$ cat src/rtl/ps2_cmd_scheduler_if.sv
// ---------------------------------------------------------------------------
// ps2_cmd_scheduler_if
//
// Bundles every non-clock signal of the PS/2 host command scheduler.
//   Requesters      : led_req/led_val, cmd_req/cmd_byte/cmd_has_arg/cmd_arg
//   Transmitter     : tx_start/tx_data (out), tx_done (in)
//   Receiver        : rx_valid/rx_data (in), rx_pass_valid/rx_pass_data (out)
//   Status          : busy, gnt (0 = LED, 1 = cmd), done, err
//
// Modport slave is the scheduler itself; modport master is the environment
// (requesters, transmitter and receiver) that surrounds it.
// ---------------------------------------------------------------------------
interface ps2_cmd_scheduler_if;
    logic       led_req;
    logic [2:0] led_val;
    logic       cmd_req;
    logic [7:0] cmd_byte;
    logic       cmd_has_arg;
    logic [7:0] cmd_arg;
    logic       tx_start;
    logic [7:0] tx_data;
    logic       tx_done;
    logic       rx_valid;
    logic [7:0] rx_data;
    logic       rx_pass_valid;
    logic [7:0] rx_pass_data;
    logic       busy;
    logic       gnt;
    logic       done;
    logic       err;

    modport slave (
        input  led_req, led_val, cmd_req, cmd_byte, cmd_has_arg, cmd_arg,
        input  tx_done, rx_valid, rx_data,
        output tx_start, tx_data, rx_pass_valid, rx_pass_data,
        output busy, gnt, done, err
    );

    modport master (
        output led_req, led_val, cmd_req, cmd_byte, cmd_has_arg, cmd_arg,
        output tx_done, rx_valid, rx_data,
        input  tx_start, tx_data, rx_pass_valid, rx_pass_data,
        input  busy, gnt, done, err
    );
endinterface

$ cat src/rtl/ps2_cmd_scheduler.sv
// ---------------------------------------------------------------------------
// ps2_cmd_scheduler
//
// Host-side command scheduler for a PS/2 keyboard link. Arbitrates between an
// LED-update requester and a generic command requester (round-robin when both
// are pending, LED first after reset), sends the one- or two-byte command to
// the host transmitter, consumes the keyboard's 0xFA (ack) / 0xFE (resend)
// responses, retries up to MAX_RETRY times per byte and aborts on timeout.
// All other received bytes are forwarded to the scan-code path one cycle
// after they arrive.
//
// Ports:
//   clk    : system clock, rising edge
//   reset  : asynchronous, active-low; clears all state and outputs
//   bus    : ps2_cmd_scheduler_if.slave (requests, tx/rx, status pulses)
//
// Parameters:
//   TIMEOUT_CYCLES : cycle limit in WAIT_TX / WAIT_RSP before aborting
//   MAX_RETRY      : resends allowed per byte before aborting
// ---------------------------------------------------------------------------
module ps2_cmd_scheduler #(
    parameter int unsigned TIMEOUT_CYCLES = 2000000,
    parameter int unsigned MAX_RETRY      = 3
) (
    input  logic               clk,
    input  logic               reset,
    ps2_cmd_scheduler_if.slave bus
);

    localparam int unsigned TMO_W = $clog2(TIMEOUT_CYCLES + 1);
    localparam int unsigned RTY_W = (MAX_RETRY == 0) ? 1 : $clog2(MAX_RETRY + 1);

    localparam logic [TMO_W-1:0] TMO_LAST = TMO_W'(TIMEOUT_CYCLES - 1);
    localparam logic [RTY_W-1:0] RTY_MAX  = RTY_W'(MAX_RETRY);

    localparam logic [7:0] RSP_ACK      = 8'hFA;
    localparam logic [7:0] RSP_RESEND   = 8'hFE;
    localparam logic [7:0] CMD_SET_LEDS = 8'hED;

    typedef enum logic [2:0] {
        S_IDLE,
        S_SEND,
        S_WAIT_TX,
        S_WAIT_RSP,
        S_DONE,
        S_ERR
    } state_e;

    state_e           state_q, state_d;
    logic             owner_q, owner_d;       // requester being served, 1 = cmd
    logic             last_cmd_q, last_cmd_d; // 1 = cmd was served last
    logic [7:0]       byte0_q, byte0_d;
    logic [7:0]       byte1_q, byte1_d;
    logic             two_q, two_d;           // sequence has a second byte
    logic             idx_q, idx_d;           // byte currently being sent
    logic [RTY_W-1:0] retry_q, retry_d;
    logic [TMO_W-1:0] tmo_q, tmo_d;

    logic             tx_start_q, tx_start_d;
    logic [7:0]       tx_data_q, tx_data_d;
    logic             pass_valid_q, pass_valid_d;
    logic [7:0]       pass_data_q, pass_data_d;
    logic             busy_q, busy_d;
    logic             gnt_q, gnt_d;
    logic             done_q, done_d;
    logic             err_q, err_d;

    logic             is_rsp;
    logic             pick_cmd;
    logic             tmo_hit;
    logic [TMO_W-1:0] tmo_inc;

    always_comb begin
        // NOTE: every signal driven here gets a default first, so no path
        // through the case statement can leave a value unassigned (no latch).
        state_d      = state_q;
        owner_d      = owner_q;
        last_cmd_d   = last_cmd_q;
        byte0_d      = byte0_q;
        byte1_d      = byte1_q;
        two_d        = two_q;
        idx_d        = idx_q;
        retry_d      = retry_q;
        tmo_d        = tmo_q;
        tx_start_d   = 1'b0;
        tx_data_d    = tx_data_q;
        pass_valid_d = 1'b0;
        pass_data_d  = pass_data_q;
        done_d       = 1'b0;
        err_d        = 1'b0;
        // Status outputs follow the state one cycle later, like every output.
        busy_d       = (state_q != S_IDLE);
        gnt_d        = owner_q;

        // 0xFA/0xFE are responses only while a response is awaited; any other
        // byte, or any byte in any other state, goes to the scan-code path.
        is_rsp   = (state_q == S_WAIT_RSP) && bus.rx_valid &&
                   ((bus.rx_data == RSP_ACK) || (bus.rx_data == RSP_RESEND));
        pick_cmd = bus.cmd_req && (!bus.led_req || !last_cmd_q);
        tmo_hit  = (tmo_q == TMO_LAST);
        tmo_inc  = tmo_hit ? tmo_q : tmo_q + 1'b1;

        if (bus.rx_valid && !is_rsp) begin
            pass_valid_d = 1'b1;
            pass_data_d  = bus.rx_data;
        end

        unique case (state_q)
            S_IDLE: begin
                if (bus.led_req || bus.cmd_req) begin
                    owner_d = pick_cmd;
                    if (pick_cmd) begin
                        byte0_d = bus.cmd_byte;
                        byte1_d = bus.cmd_arg;
                        two_d   = bus.cmd_has_arg;
                    end else begin
                        byte0_d = CMD_SET_LEDS;
                        byte1_d = {5'b0, bus.led_val};
                        two_d   = 1'b1;
                    end
                    idx_d   = 1'b0;
                    retry_d = '0;
                    state_d = S_SEND;
                end
            end

            S_SEND: begin
                tx_start_d = 1'b1;
                tx_data_d  = idx_q ? byte1_q : byte0_q;
                tmo_d      = '0;
                state_d    = S_WAIT_TX;
            end

            // The awaited event is checked before the timeout so a
            // coincident tx_done still wins.
            S_WAIT_TX: begin
                if (bus.tx_done) begin
                    tmo_d   = '0;
                    state_d = S_WAIT_RSP;
                end else if (tmo_hit) begin
                    state_d = S_ERR;
                end else begin
                    tmo_d = tmo_inc;
                end
            end

            // A forwarded scan code does not restart the timeout.
            S_WAIT_RSP: begin
                if (is_rsp && (bus.rx_data == RSP_ACK)) begin
                    if (!two_q || idx_q) begin
                        state_d = S_DONE;
                    end else begin
                        idx_d   = 1'b1;
                        retry_d = '0;
                        state_d = S_SEND;
                    end
                end else if (is_rsp) begin
                    if (retry_q < RTY_MAX) begin
                        retry_d = retry_q + 1'b1;
                        state_d = S_SEND;
                    end else begin
                        state_d = S_ERR;
                    end
                end else if (tmo_hit) begin
                    state_d = S_ERR;
                end else begin
                    tmo_d = tmo_inc;
                end
            end

            S_DONE: begin
                done_d     = 1'b1;
                last_cmd_d = owner_q;
                state_d    = S_IDLE;
            end

            S_ERR: begin
                err_d      = 1'b1;
                last_cmd_d = owner_q;
                state_d    = S_IDLE;
            end

            default: state_d = S_IDLE;
        endcase
    end

    // NOTE: state registers use non-blocking assignments so every flop samples
    // the values computed before the edge, independent of statement order.
    always_ff @(posedge clk or negedge reset) begin
        if (!reset) begin
            state_q      <= S_IDLE;
            owner_q      <= 1'b0;
            last_cmd_q   <= 1'b1;  // pretend cmd went last so LED wins first
            byte0_q      <= 8'h00;
            byte1_q      <= 8'h00;
            two_q        <= 1'b0;
            idx_q        <= 1'b0;
            retry_q      <= '0;
            tmo_q        <= '0;
            tx_start_q   <= 1'b0;
            tx_data_q    <= 8'h00;
            pass_valid_q <= 1'b0;
            pass_data_q  <= 8'h00;
            busy_q       <= 1'b0;
            gnt_q        <= 1'b0;
            done_q       <= 1'b0;
            err_q        <= 1'b0;
        end else begin
            state_q      <= state_d;
            owner_q      <= owner_d;
            last_cmd_q   <= last_cmd_d;
            byte0_q      <= byte0_d;
            byte1_q      <= byte1_d;
            two_q        <= two_d;
            idx_q        <= idx_d;
            retry_q      <= retry_d;
            tmo_q        <= tmo_d;
            tx_start_q   <= tx_start_d;
            tx_data_q    <= tx_data_d;
            pass_valid_q <= pass_valid_d;
            pass_data_q  <= pass_data_d;
            busy_q       <= busy_d;
            gnt_q        <= gnt_d;
            done_q       <= done_d;
            err_q        <= err_d;
        end
    end

    assign bus.tx_start      = tx_start_q;
    assign bus.tx_data       = tx_data_q;
    assign bus.rx_pass_valid = pass_valid_q;
    assign bus.rx_pass_data  = pass_data_q;
    assign bus.busy          = busy_q;
    assign bus.gnt           = gnt_q;
    assign bus.done          = done_q;
    assign bus.err           = err_q;

endmodule

$ cat src/flat_wrapper.sv
// flat-port wrapper written by rule: the top's interface ports become plain ports
module ps2_cmd_scheduler_flat 
#(
    parameter int unsigned TIMEOUT_CYCLES = 2000000,
    parameter int unsigned MAX_RETRY      = 3
)
  (clk, reset, bus_led_req, bus_led_val, bus_cmd_req, bus_cmd_byte, bus_cmd_has_arg, bus_cmd_arg, bus_tx_done, bus_rx_valid, bus_rx_data, bus_tx_start, bus_tx_data, bus_rx_pass_valid, bus_rx_pass_data, bus_busy, bus_gnt, bus_done, bus_err);
  ps2_cmd_scheduler_if bus_i ();
  input  logic clk;
  input  logic reset;
  input wire logic [$bits(bus_i.led_req)-1:0] bus_led_req;
  input wire logic [$bits(bus_i.led_val)-1:0] bus_led_val;
  input wire logic [$bits(bus_i.cmd_req)-1:0] bus_cmd_req;
  input wire logic [$bits(bus_i.cmd_byte)-1:0] bus_cmd_byte;
  input wire logic [$bits(bus_i.cmd_has_arg)-1:0] bus_cmd_has_arg;
  input wire logic [$bits(bus_i.cmd_arg)-1:0] bus_cmd_arg;
  input wire logic [$bits(bus_i.tx_done)-1:0] bus_tx_done;
  input wire logic [$bits(bus_i.rx_valid)-1:0] bus_rx_valid;
  input wire logic [$bits(bus_i.rx_data)-1:0] bus_rx_data;
  output wire logic [$bits(bus_i.tx_start)-1:0] bus_tx_start;
  output wire logic [$bits(bus_i.tx_data)-1:0] bus_tx_data;
  output wire logic [$bits(bus_i.rx_pass_valid)-1:0] bus_rx_pass_valid;
  output wire logic [$bits(bus_i.rx_pass_data)-1:0] bus_rx_pass_data;
  output wire logic [$bits(bus_i.busy)-1:0] bus_busy;
  output wire logic [$bits(bus_i.gnt)-1:0] bus_gnt;
  output wire logic [$bits(bus_i.done)-1:0] bus_done;
  output wire logic [$bits(bus_i.err)-1:0] bus_err;
  assign bus_i.led_req = bus_led_req;
  assign bus_i.led_val = bus_led_val;
  assign bus_i.cmd_req = bus_cmd_req;
  assign bus_i.cmd_byte = bus_cmd_byte;
  assign bus_i.cmd_has_arg = bus_cmd_has_arg;
  assign bus_i.cmd_arg = bus_cmd_arg;
  assign bus_i.tx_done = bus_tx_done;
  assign bus_i.rx_valid = bus_rx_valid;
  assign bus_i.rx_data = bus_rx_data;
  assign bus_tx_start = bus_i.tx_start;
  assign bus_tx_data = bus_i.tx_data;
  assign bus_rx_pass_valid = bus_i.rx_pass_valid;
  assign bus_rx_pass_data = bus_i.rx_pass_data;
  assign bus_busy = bus_i.busy;
  assign bus_gnt = bus_i.gnt;
  assign bus_done = bus_i.done;
  assign bus_err = bus_i.err;
  ps2_cmd_scheduler #(.TIMEOUT_CYCLES(TIMEOUT_CYCLES), .MAX_RETRY(MAX_RETRY)) u_core (.clk(clk), .reset(reset), .bus(bus_i));
endmodule
$ cat config.mk
export PLATFORM = sky130hd
export DESIGN_NAME = ps2_cmd_scheduler_flat
export DESIGN_NICKNAME = d
export VERILOG_FILES = /design/src/rtl/ps2_cmd_scheduler_if.sv /design/src/rtl/ps2_cmd_scheduler.sv /design/src/flat_wrapper.sv
export SDC_FILE = /design/constraint.sdc
export NUM_CORES = 1
export LEC_CHECK = 0
export BUFFER_PORTS_ARGS = -buffer_cell sky130_fd_sc_hd__buf_4
export CAP_MARGIN = 30
export CORE_MARGIN = 2
export CORE_UTILIZATION = 60
export DETAILED_ROUTE_END_ITERATION = 16
export GPL_ROUTABILITY_DRIVEN = 0
export PLACE_DENSITY = 0.83
export REMOVE_ABC_BUFFERS = 1
export SYNTH_ARGS = -nofsm -noshare
export SYNTH_HDL_FRONTEND = slang
export SYNTH_SLANG_ARGS = --single-unit
export TNS_END_PERCENT = 50
$ cat constraint.sdc
create_clock -name clk -period 3.25 [get_ports clk]
set_input_delay 0.1625 -clock clk [delete_from_list [all_inputs] [get_ports clk]]
set_output_delay 0.1625 -clock clk [all_outputs]
set_load 0.005 [all_outputs]
# ---- After elaboration in Yosys (flattened, before gate mapping)
# Index checks and enable logic that the tools add are counted.
dict set report word_totals {
  wordCells 89
  memories 0
  input_bits 34
  rom_bits 0
  latch_bits 0
  regBits 68
  mem_bits_rw 0
}
dict set report classes {
  n_mul 0
  reduce_logical 22
  eq_ne 16
  shift 0
  n_mux 31
  magnitude_cmp 1
  div 0
  bitwise 0
  n_addsub 2
}
# op n
set ops {}
lappend ops {{21-bit two-way mux} 4}
lappend ops {{21-bit case mux with 3 select lines} 1}
lappend ops {{8-bit two-way mux} 3}
lappend ops {{21-bit by 1-bit adder with 21-bit output, second input constant} 1}
lappend ops {{21-bit equality test, second input constant} 1}
lappend ops {{3-bit two-way mux} 7}
lappend ops {{8-bit equality test, second input constant} 2}
lappend ops {{3-bit case mux with 4 select lines} 1}
lappend ops {{2-bit two-way mux} 5}
lappend ops {{1-bit two-way mux} 8}
lappend ops {{2-bit != test, second input constant} 4}
lappend ops {{3-bit by 2-bit equality test with 1-bit output, second input constant} 2}
lappend ops {{3-bit equality test, second input constant} 2}
lappend ops {{3-bit != test, second input constant} 2}
lappend ops {{3-bit nonzero test} 2}
lappend ops {{1-bit logical AND} 5}
lappend ops {{5-bit AND reduction} 1}
lappend ops {{1-bit logical NOT} 4}
lappend ops {{1-bit logical OR} 4}
lappend ops {{2-bit case mux with 2 select lines} 1}
lappend ops {{4-bit AND reduction} 1}
lappend ops {{3-bit by 1-bit equality test with 1-bit output, second input constant} 1}
lappend ops {{3-bit logical NOT} 1}
lappend ops {{3-bit by 2-bit != test with 1-bit output, second input constant} 1}
lappend ops {{other kinds (8)} 8}

# ---- Depth between registers and ports, before layout
# Gate-level depths: netlist (run 1).
dict set report depth {
  depth_word 6
  ltp_mapped 8
  depth_no_buf 6
}

# ---- Worst setup path after synthesis (run 1)
# Ideal clock, no wire load.
dict set report synth_path {
  kind {reg-to-reg}
  start {reg u_core.tmo_q[0]}
  end {reg u_core.tmo_q[12]}
  path_buffers 1
  required_ns 3.172
  period_less_slack_ns 1.926
  stages_incl_launch_ff 8
  setup_slack_ns 1.324
  t_arrival_ns 1.847
  cell_sequence {dfrtp_1 -> ha_1 -> clkbuf_1 -> and3_1 -> nand4_1 -> o21ai_4 -> or4_1 -> a21oi_1}
}
dict set report synth_between {
  elab_chain_cells 5
  word_cells_on_any_way 7
  classes_between {add/sub: 1; eq/ne: 1; mux: 5}
}
# element line_no
set synth_lines {}
lappend synth_lines {{start: declaration} ps2_cmd_scheduler.sv:57} ;# logic [TMO_W-1:0] tmo_q, tmo_d;
lappend synth_lines {{start signal: assignment} ps2_cmd_scheduler.sv:217} ;# tmo_q <= tmo_d;
lappend synth_lines {{21-bit by 1-bit adder with 21-bit output or 21-bit equality test (tied branches)} {ps2_cmd_scheduler.sv:101, ps2_cmd_scheduler.sv:100}}
lappend synth_lines {{21-bit two-way mux *} {ps2_cmd_scheduler.sv:140, ps2_cmd_scheduler.sv:164}}
lappend synth_lines {{21-bit two-way mux} ps2_cmd_scheduler.sv:157} ;# end else if (is_rsp) begin
lappend synth_lines {{21-bit two-way mux} ps2_cmd_scheduler.sv:149} ;# if (is_rsp && (bus.rx_data == RSP_ACK)) begin
lappend synth_lines {{21-bit case mux with 3 select lines *} ps2_cmd_scheduler.sv:108} ;# unique case (state_q)
# Every way passes the cells marked *; elsewhere a longest branch is shown, timed or not. The select of a mux whose other input is x is not followed.
# A chain may end at the register's enable or synchronous reset.

# ---- Worst setup path in the final report (run 1)
dict set report layout_path {
  start {reg u_core.tmo_q[12]}
  end {reg u_core.tmo_q[7]}
}
dict set report layout_between {
  elab_chain_cells 5
  word_cells_on_any_way 6
  classes_between {eq/ne: 1; mux: 5}
}
# element line_no
set layout_lines {}
lappend layout_lines {{21-bit equality test *} ps2_cmd_scheduler.sv:100} ;# tmo_hit = (tmo_q == TMO_LAST);
lappend layout_lines {{21-bit two-way mux *} -}
lappend layout_lines {{21-bit two-way mux (2 in series)} -}
lappend layout_lines {{21-bit case mux with 3 select lines *} -}
# Marked as above.

==> reports/metrics.json, run 1 <==
{
  "run": {
    "cap_viol_max_count": 0
  },
  "worst_hold_path": {
    "worst_hold_path_type": "in2reg"
  },
  "setup_path": {
    "required_ns": 3.50,
    "setup.worst_path.end_class": "flop",
    "crit_arrival_ns": 2.59,
    "worstPathMaxFanout": 28,
    "timing.setup.critical_path_class": "reg2reg",
    "setup.worst_path.start_class": "flop"
  },
  "logic_synthesis": {
    "yosysSeqAreaShare_pct": 53.06,
    "postSynthRegisterBits": 68,
    "postSynth.topFlopCell": "dfrtp_1",
    "synth_enable_flop_cells": 0,
    "post-synth-top-area-fraction_pct": 52.24,
    "yosysTopAreaCell": "dfrtp_1",
    "most_instantiated_library_cell_after_synthesis": "dfrtp_1",
    "synthesis.area_per_instance_um2": 10.73,
    "synth.top_cells.by_count": "dfrtp_1, a21oi_1, nand2_1",
    "async_flop_share_pct": 100.0,
    "ys_types": 56,
    "synthTopCellsByArea": "dfrtp_1, mux2i_1, a21oi_1, mux2_2, nand2_1",
    "synth_cells": 299,
    "post_synth_instance_area_um2": 3209,
    "yosys_warnings": 0
  },
  "clock_tree": {
    "tritoncts_sinks": 68,
    "cts_tree": "yes",
    "post_cts.resized_instances": 0,
    "worstSkewPairLatency_ns": 0.34,
    "tritoncts.num_buffers": 9,
    "htreeDepth": 3,
    "clkTransAtPathRegs_ns": 0.07,
    "cts-root-to-sink-buffers": 2,
    "clock_root_buffer": "clkbuf_8"
  },
  "placement": {
    "pre_cts_slack_ns": 0.9651,
    "detailed_place_hpwl_um": 4775,
    "port_buffers": 55
  },
  "global_route": {
    "first_global_vias": 2559,
    "grt_remaining_overflow": 0,
    "largest_net_degree_at_the_start_of_global_routing": 69,
    "grt_first_pass_wirelength_um": 12160,
    "grt_use_total_pct": 25.76,
    "grt_antenna_before_repair": 0
  },
  "timing": {
    "max_transition_margin_pct": 35.49,
    "final-hold-violation-count": 0,
    "post-route-min-period_ns": 2.336,
    "tns_ns": 0,
    "final.period_utilization_pct": 71.87,
    "tightest_slew_ns": 0.9634,
    "rsz0062_at_grt": "false",
    "clock-skew-final_ns": 0.008216,
    "setup_ws_post_layout_ns": 0.9144,
    "setup_viol": 0,
    "achievable-frequency_ghz": 0.4281,
    "drv_slew": 0
  },
  "drt": {
    "viasPerCell": 5.963,
    "detail_route.drc_violations": 0,
    "drtIter0Drc": 209,
    "count_of_antenna_violating_nets_left_after_detailed_routing": 0,
    "vias": 2570,
    "wl_per_cell_um": 16.08,
    "wl_met1_um": 3053,
    "routed.top_layer": "met4",
    "first_pass_iters": 4,
    "wl_met2_um": 3434,
    "routed_wl_um": 6932,
    "met3WireLength_um": 334
  },
  "floorplanning": {
    "starting_utilization_of_the_core_area_pct": 62.44,
    "num_rows": 26,
    "floorplan.die.width_um": 77.14,
    "design.die.area_um2": 5950,
    "top_level_ports": 56,
    "die_height_um": 77.14,
    "core_area_um2": 5140
  },
  "layout": {
    "nNetsFinal": 392,
    "flow.area_growth_from_synthesis_pct": 20.47,
    "drive_gt1_share_pct": 26.04,
    "n_antenna_cell": 0,
    "layout.core_utilization_pct": 75.22,
    "layout.filler_cells": 374
  },
  "power": {
    "power.density_nw_per_um2": 606.9,
    "peakVddDrop_uv": 471.9,
    "power.static_leakage_nw": 1.668,
    "totalPowerFinal_w": 0.002346
  },
  "status": {
    "run_status": "completed"
  }
}
through the flow:
stage,cells,cell area (um2),hold slack [ns]
after floorplan,287,3148,-0.1331
after CTS,431,3866,0.01977
after detailed placement,414,3664,0.3175
after global routing,431,3866,0.02598
final,431,3866,0.02266
after global placement,414,3664,0.3118
critical path, cell delays in order, from the launching register on:
cell and delay (ns):
dfrtp_1 0.45, nor4b_1 0.51, nand4_1 0.33, o21ai_4 0.60, o21ai_0 0.19, a21oi_1 0.17
logic make-up after synthesis:
kind of cell / after synthesis / synth area share (%)
and+or+nand+nor: 103 / 18.17
AOI/OAI and AO/OA: 82 / 17.08
DFF: 68 / 53.06
muxes: 22 / 7.212
buffers and inverters: 18 / 2.612
xor gates and xnor gates: 4 / 1.092
adders and majority gates: 2 / 0.7796
where the power goes:
part           internal [W]  total, W  switching [W]
Clock              0.000354  0.000676       0.000322
Combinational      0.000270  0.000546       0.000275
Sequential         0.000989   0.00112       0.000135
Total               0.00161   0.00235       0.000733
layout make-up:
cell class	instances	area [um2]	area share (%)
inverter	6	22.52	0.5825
sequential	68	1703	44.05
clock buffer	10	127.6	3.301
clock inverter	6	65.06	1.683
tap	70	87.58	2.265
multi-input combinational	213	1423	36.80
timing repair buffer	58	437.9	11.33
worst paths after layout:
path	cells after the start	slack, ns	start	to
max in group asynchronous	2	2.23	reset	u_core.tmo_q[14]$_DFFE_PN0P_
min in group asynchronous	2	0.47	reset	u_core.bus.done$_DFF_PN0_
setup / recovery	5	0.91	u_core.tmo_q[12]$_DFFE_PN0P_	u_core.tmo_q[7]$_DFFE_PN0P_
hold reg to reg	0	0.39	u_core.gnt_d$_DFFE_PN0P_	u_core.bus.gnt$_DFF_PN0_
setup reg to reg	5	0.91	u_core.tmo_q[12]$_DFFE_PN0P_	u_core.tmo_q[7]$_DFFE_PN0P_
hold / removal	3	0.02	bus_rx_data[0]	u_core.bus.rx_pass_data[0]$_DFFE_PN0P_
per-layer routing:
| layer | vias to the layer above | GRT usage (%) |
|---|---|---|
| li1 | 1232 | - |
| met1 | 1256 | 34.76 |
| met2 | 71 | 41.13 |
| met3 | 11 | 5.059 |
| met4 | 0 | 10.36 |
| met5 | - | 0 |
registers in the layout, summed over array words and instances (netlist names):
name,cells
u_core.bus.busy,1
u_core.bus.done,1
u_core.bus.err,1
u_core.bus.gnt,1
u_core.bus.rx_pass_data,8
u_core.bus.rx_pass_valid,1
u_core.bus.tx_data,8
u_core.bus.tx_start,1
u_core.byte0_q,8
u_core.byte1_q,8
u_core.gnt_d,1
u_core.idx_q,1
u_core.last_cmd_q,1
u_core.retry_q,2
u_core.state_q,3
u_core.tmo_q,21
u_core.two_q,1
cells in the final DEF (no fill, tap or decap), drive strengths merged, types with 2 or more instances in the layout:
cell    instances
ha              2
and3            2
a21oi          25
o211ai          2
clkinv          4
a22o            7
inv             6
and2            3
nor4b           2
a21o            2
nand2b          2
buf            57
o22a            6
o21ai          18
and4            2
nand3          11
o21a            3
nand2          24
nor2           19
a22oi           2
mux2i          13
nor4            3
nor2b           4
nor3            2
or2             4
xor2            3
nand4           6
clkbuf         10
or4             9
dfrtp          67
or3             7
o31ai           8
mux2            9
timing repair:
item | CTS | global route
setup buffers | 0 | 0
endpoints found under the hold margin | 67 | 0
hold buffers | 1 | 0
(Power assumes the default switching activity.)
==> run 2: changes to the inputs <==
- CORE_UTILIZATION: 60 -> 56
- PLACE_DENSITY: 0.83 -> 0.78
- clock period: 3.25 -> 2.2 ns (I/O delays scaled with it)
==> run 2 against run 1 <==
Compared with the run above:
- design area grew 5.9%
- sequential share of layout area shrank 2.4 points
- sequential power grew 46%
- die area grew 6.8%
- largest cell class unchanged
==> reports/metrics.json, run 2 (synthesized netlist as in run 1, its figures left out) <==
{
  "global_route": {
    "first_global_vias": {"value": 2599, "change": "was 2559"},
    "grt_antenna_before_repair": {"value": 0, "change": "unchanged"},
    "grt_first_pass_wirelength": {"value": 12430, "unit": "um", "change": "was 12160 um"},
    "grt_remaining_overflow": {"value": 0, "change": "unchanged"},
    "grt_use_total": {"value": 25.55, "unit": "%", "change": "was 25.76%"},
    "largest_net_degree_at_the_start_of_global_routing": {"value": 69, "change": "unchanged"}
  },
  "floorplanning": {
    "num_rows": {"value": 27, "change": "was 26"},
    "core_area": {"value": 5507, "unit": "um2", "change": "was 5140 um2"},
    "die_height": {"value": 79.70, "unit": "um", "change": "was 77.14 um"},
    "top_level_ports": {"value": 56, "change": "unchanged"},
    "floorplan.die.width": {"value": 79.70, "unit": "um", "change": "was 77.14 um"},
    "starting_utilization_of_the_core_area": {"value": 58.28, "unit": "%", "change": "was 62.44%"},
    "design.die.area": {"value": 6352, "unit": "um2", "change": "was 5950 um2"}
  },
  "drt": {
    "vias": {"value": 2644, "change": "was 2570"},
    "routed_wl": {"value": 7484, "unit": "um", "change": "was 6932 um"},
    "drtIter0Drc": {"value": 215, "change": "was 209"},
    "viasPerCell": {"value": 5.773, "change": "was 5.963"},
    "wl_per_cell": {"value": 16.34, "unit": "um", "change": "was 16.08 um"},
    "detail_route.drc_violations": {"value": 0, "change": "unchanged"},
    "count_of_antenna_violating_nets_left_after_detailed_routing": {"value": 0, "change": "unchanged"},
    "first_pass_iters": {"value": 4, "change": "unchanged"}
  },
  "setup_path": {
    "timing.reg2reg.worst_path_depth": {"value": 7, "change": "was 5"},
    "ff2ff_setup_slack": {"value": 0.19, "unit": "ns", "change": "was 0.91 ns"},
    "setup.worst_path.end_class": {"value": "flop", "change": "unchanged"},
    "setup.worst_path.start_class": {"value": "flop", "change": "unchanged"},
    "worstPathMaxFanout": {"value": 16, "change": "was 28"},
    "required": {"value": 2.47, "unit": "ns", "change": "was 3.50 ns"},
    "timing.rr.start": {"value": "u_core.tmo_q[0]$_DFFE_PN0P_", "change": "was u_core.tmo_q[12]$_DFFE_PN0P_"},
    "r2r_end": {"value": "u_core.tmo_q[19]$_DFFE_PN0P_", "change": "was u_core.tmo_q[7]$_DFFE_PN0P_"},
    "timing.critical_path.from": {"value": "u_core.tmo_q[0]$_DFFE_PN0P_", "change": "was u_core.tmo_q[12]$_DFFE_PN0P_"},
    "crit_arrival": {"value": 2.27, "unit": "ns", "change": "was 2.59 ns"},
    "timing.setup.critical_path_class": {"value": "reg2reg", "change": "unchanged"}
  },
  "worst_hold_path": {
    "worst_hold_path_type": {"value": "in2reg", "change": "unchanged"},
    "endpoint_of_the_worst_hold_path": {"value": "u_core.bus.rx_pass_data[5]$_DFFE_PN0P_", "change": "was u_core.bus.rx_pass_data[0]$_DFFE_PN0P_"},
    "holdPathStages": {"value": 2, "change": "was 3"},
    "hold_path_startpoint": {"value": "bus_rx_data[5]", "change": "was bus_rx_data[0]"}
  },
  "layout": {
    "largest_reg_flops": {"value": 21, "change": "unchanged"},
    "drive_gt1_share": {"value": 26.94, "unit": "%", "change": "was 26.04%"},
    "layout.filler_cells": {"value": 408, "change": "was 374"},
    "layout.cells.most_common_list": {"value": "buf_4, dfrtp_1, a21oi_1, nand2_1, nor2_1", "change": "was dfrtp_1, buf_4, a21oi_1, nand2_1, nor2_1"},
    "flow.area_growth_from_synthesis": {"value": 27.56, "unit": "%", "change": "was 20.47%"},
    "nNetsFinal": {"value": 417, "change": "was 392"},
    "regMostFlops": {"value": "u_core.tmo_q", "change": "unchanged"},
    "multiInputGateArea": {"value": 1423, "unit": "um2", "change": "unchanged"},
    "n_antenna_cell": {"value": 0, "change": "unchanged"},
    "seq_area": {"value": 1703, "unit": "um2", "change": "unchanged"}
  },
  "timing": {
    "drv_slew": {"value": 0, "change": "unchanged"},
    "tightest_slew": {"value": 0.8364, "unit": "ns", "change": "was 0.9634 ns"},
    "tns": {"value": 0, "unit": "ns", "change": "unchanged"},
    "final-hold-violation-count": {"value": 0, "change": "unchanged"},
    "setup_viol": {"value": 0, "change": "unchanged"},
    "max_transition_margin": {"value": 44.24, "unit": "%", "change": "was 35.49%"},
    "clock-skew-final": {"value": 0.006766, "unit": "ns", "change": "was 0.008216 ns"},
    "post-route-min-period": {"value": 2.008, "unit": "ns", "change": "was 2.336 ns"},
    "fin_worst_hold_slack": {"value": 0.006789, "unit": "ns", "change": "was 0.02266 ns"},
    "final.period_utilization": {"value": 91.28, "unit": "%", "change": "was 71.87%"},
    "rsz0062_at_grt": {"value": "false", "change": "unchanged"},
    "achievable-frequency": {"value": 0.4980, "unit": "GHz", "change": "was 0.4281 GHz"}
  },
  "clock_tree": {
    "tritoncts.num_buffers": {"value": 9, "change": "unchanged"},
    "clock_root_buffer": {"value": "clkbuf_8", "change": "unchanged"},
    "cts-root-to-sink-buffers": {"value": 2, "change": "unchanged"},
    "worstSkewPairLatency": {"value": 0.35, "unit": "ns", "change": "was 0.34 ns"},
    "htreeDepth": {"value": 3, "change": "unchanged"},
    "cts_tree": {"value": "yes", "change": "unchanged"},
    "clkTransAtPathRegs": {"value": 0.07, "unit": "ns", "change": "about the same"},
    "tritoncts_sinks": {"value": 68, "change": "unchanged"},
    "cts.repair_timing.setup_buffer_count": {"value": 0, "change": "unchanged"}
  },
  "power": {
    "power.density": {"value": 863.4, "unit": "nW/um2", "change": "was 606.9 nW/um2"},
    "peakVddDrop": {"value": 496.8, "unit": "uV", "change": "was 471.9 uV"},
    "power.static_leakage": {"value": 1.779, "unit": "nW", "change": "was 1.668 nW"}
  },
  "placement": {
    "port_buffers": {"value": 55, "change": "unchanged"},
    "detailed_place_hpwl": {"value": 5026, "unit": "um", "change": "was 4775 um"}
  },
  "status": {
    "run_status": {"value": "completed", "change": "unchanged"}
  },
  "run": {
    "cap_viol_max_count": {"value": 0, "change": "unchanged"}
  }
}
[run 2: critical path: stages (launching register included)]
cell     delay, ns
dfrtp_1       0.40
ha_1          0.22
and3_1        0.19
nand4_1       0.19
o21ai_4       0.07
buf_4         0.19
or4_1         0.50
a21oi_1       0.17
[run 2: per-layer routing]
layer  share of wire (%)  GRT usage, %  routed length [um]
met5                   0             0                   0
met4                 2.0         10.34                 146
met3                 5.6         3.846                 422
met2                  48         41.85                3578
met1                  45         34.22                3336
[run 2: timing repair]
action / 4_1_cts / 5_1_grt
endpoints found under the hold margin: 81 / 0
resized for setup: 0 / 0
hold buffers: 16 / 0
[run 2: layout make-up]
| cell class | instances | area share [%] |
|---|---|---|
| Clock buffer | 10 | 3.117 |
| Timing Repair Buffer | 83 | 16.20 |
| Tap cell | 72 | 2.200 |
| Clock inverter | 6 | 1.589 |
| Multi-Input combinational cell | 213 | 34.75 |
| Inverter | 6 | 0.5501 |
| Sequential cell | 68 | 41.60 |
[run 2: per-stage QoR]
stage	power (W)	setup slack, ns	cells	util (%)	area (um2)
after floorplan	0.002105	0.2596	287	-	3148
after global placement	0.002470	0.3067	426	67.94	3741
after detailed placement	0.002520	0.2185	426	67.94	3741
after CTS	0.003551	0.1978	458	74.35	4094
after global routing	0.003730	0.03705	458	74.35	4094
final	0.003535	0.1918	458	74.35	4094
[run 2: worst max path at each step]
stage | end | slack, ns | cells after the start
3_3_place_gp | u_core.tmo_q[19]$_DFFE_PN0P_ | 0.31 | 7
5_1_grt | u_core.tmo_q[3]$_DFFE_PN0P_ | 0.04 | 6
4_1_cts | u_core.tmo_q[19]$_DFFE_PN0P_ | 0.20 | 7
6_report | u_core.tmo_q[19]$_DFFE_PN0P_ | 0.19 | 7
2_1_floorplan | u_core.tmo_q[12]$_DFFE_PN0P_ | 0.26 | 6
3_5_place_dp | u_core.tmo_q[17]$_DFFE_PN0P_ | 0.22 | 7
[run 2: power breakdown]
part           internal, W  switching [W]
registers          0.00146       0.000173
clock network     0.000523       0.000485
logic             0.000444       0.000447
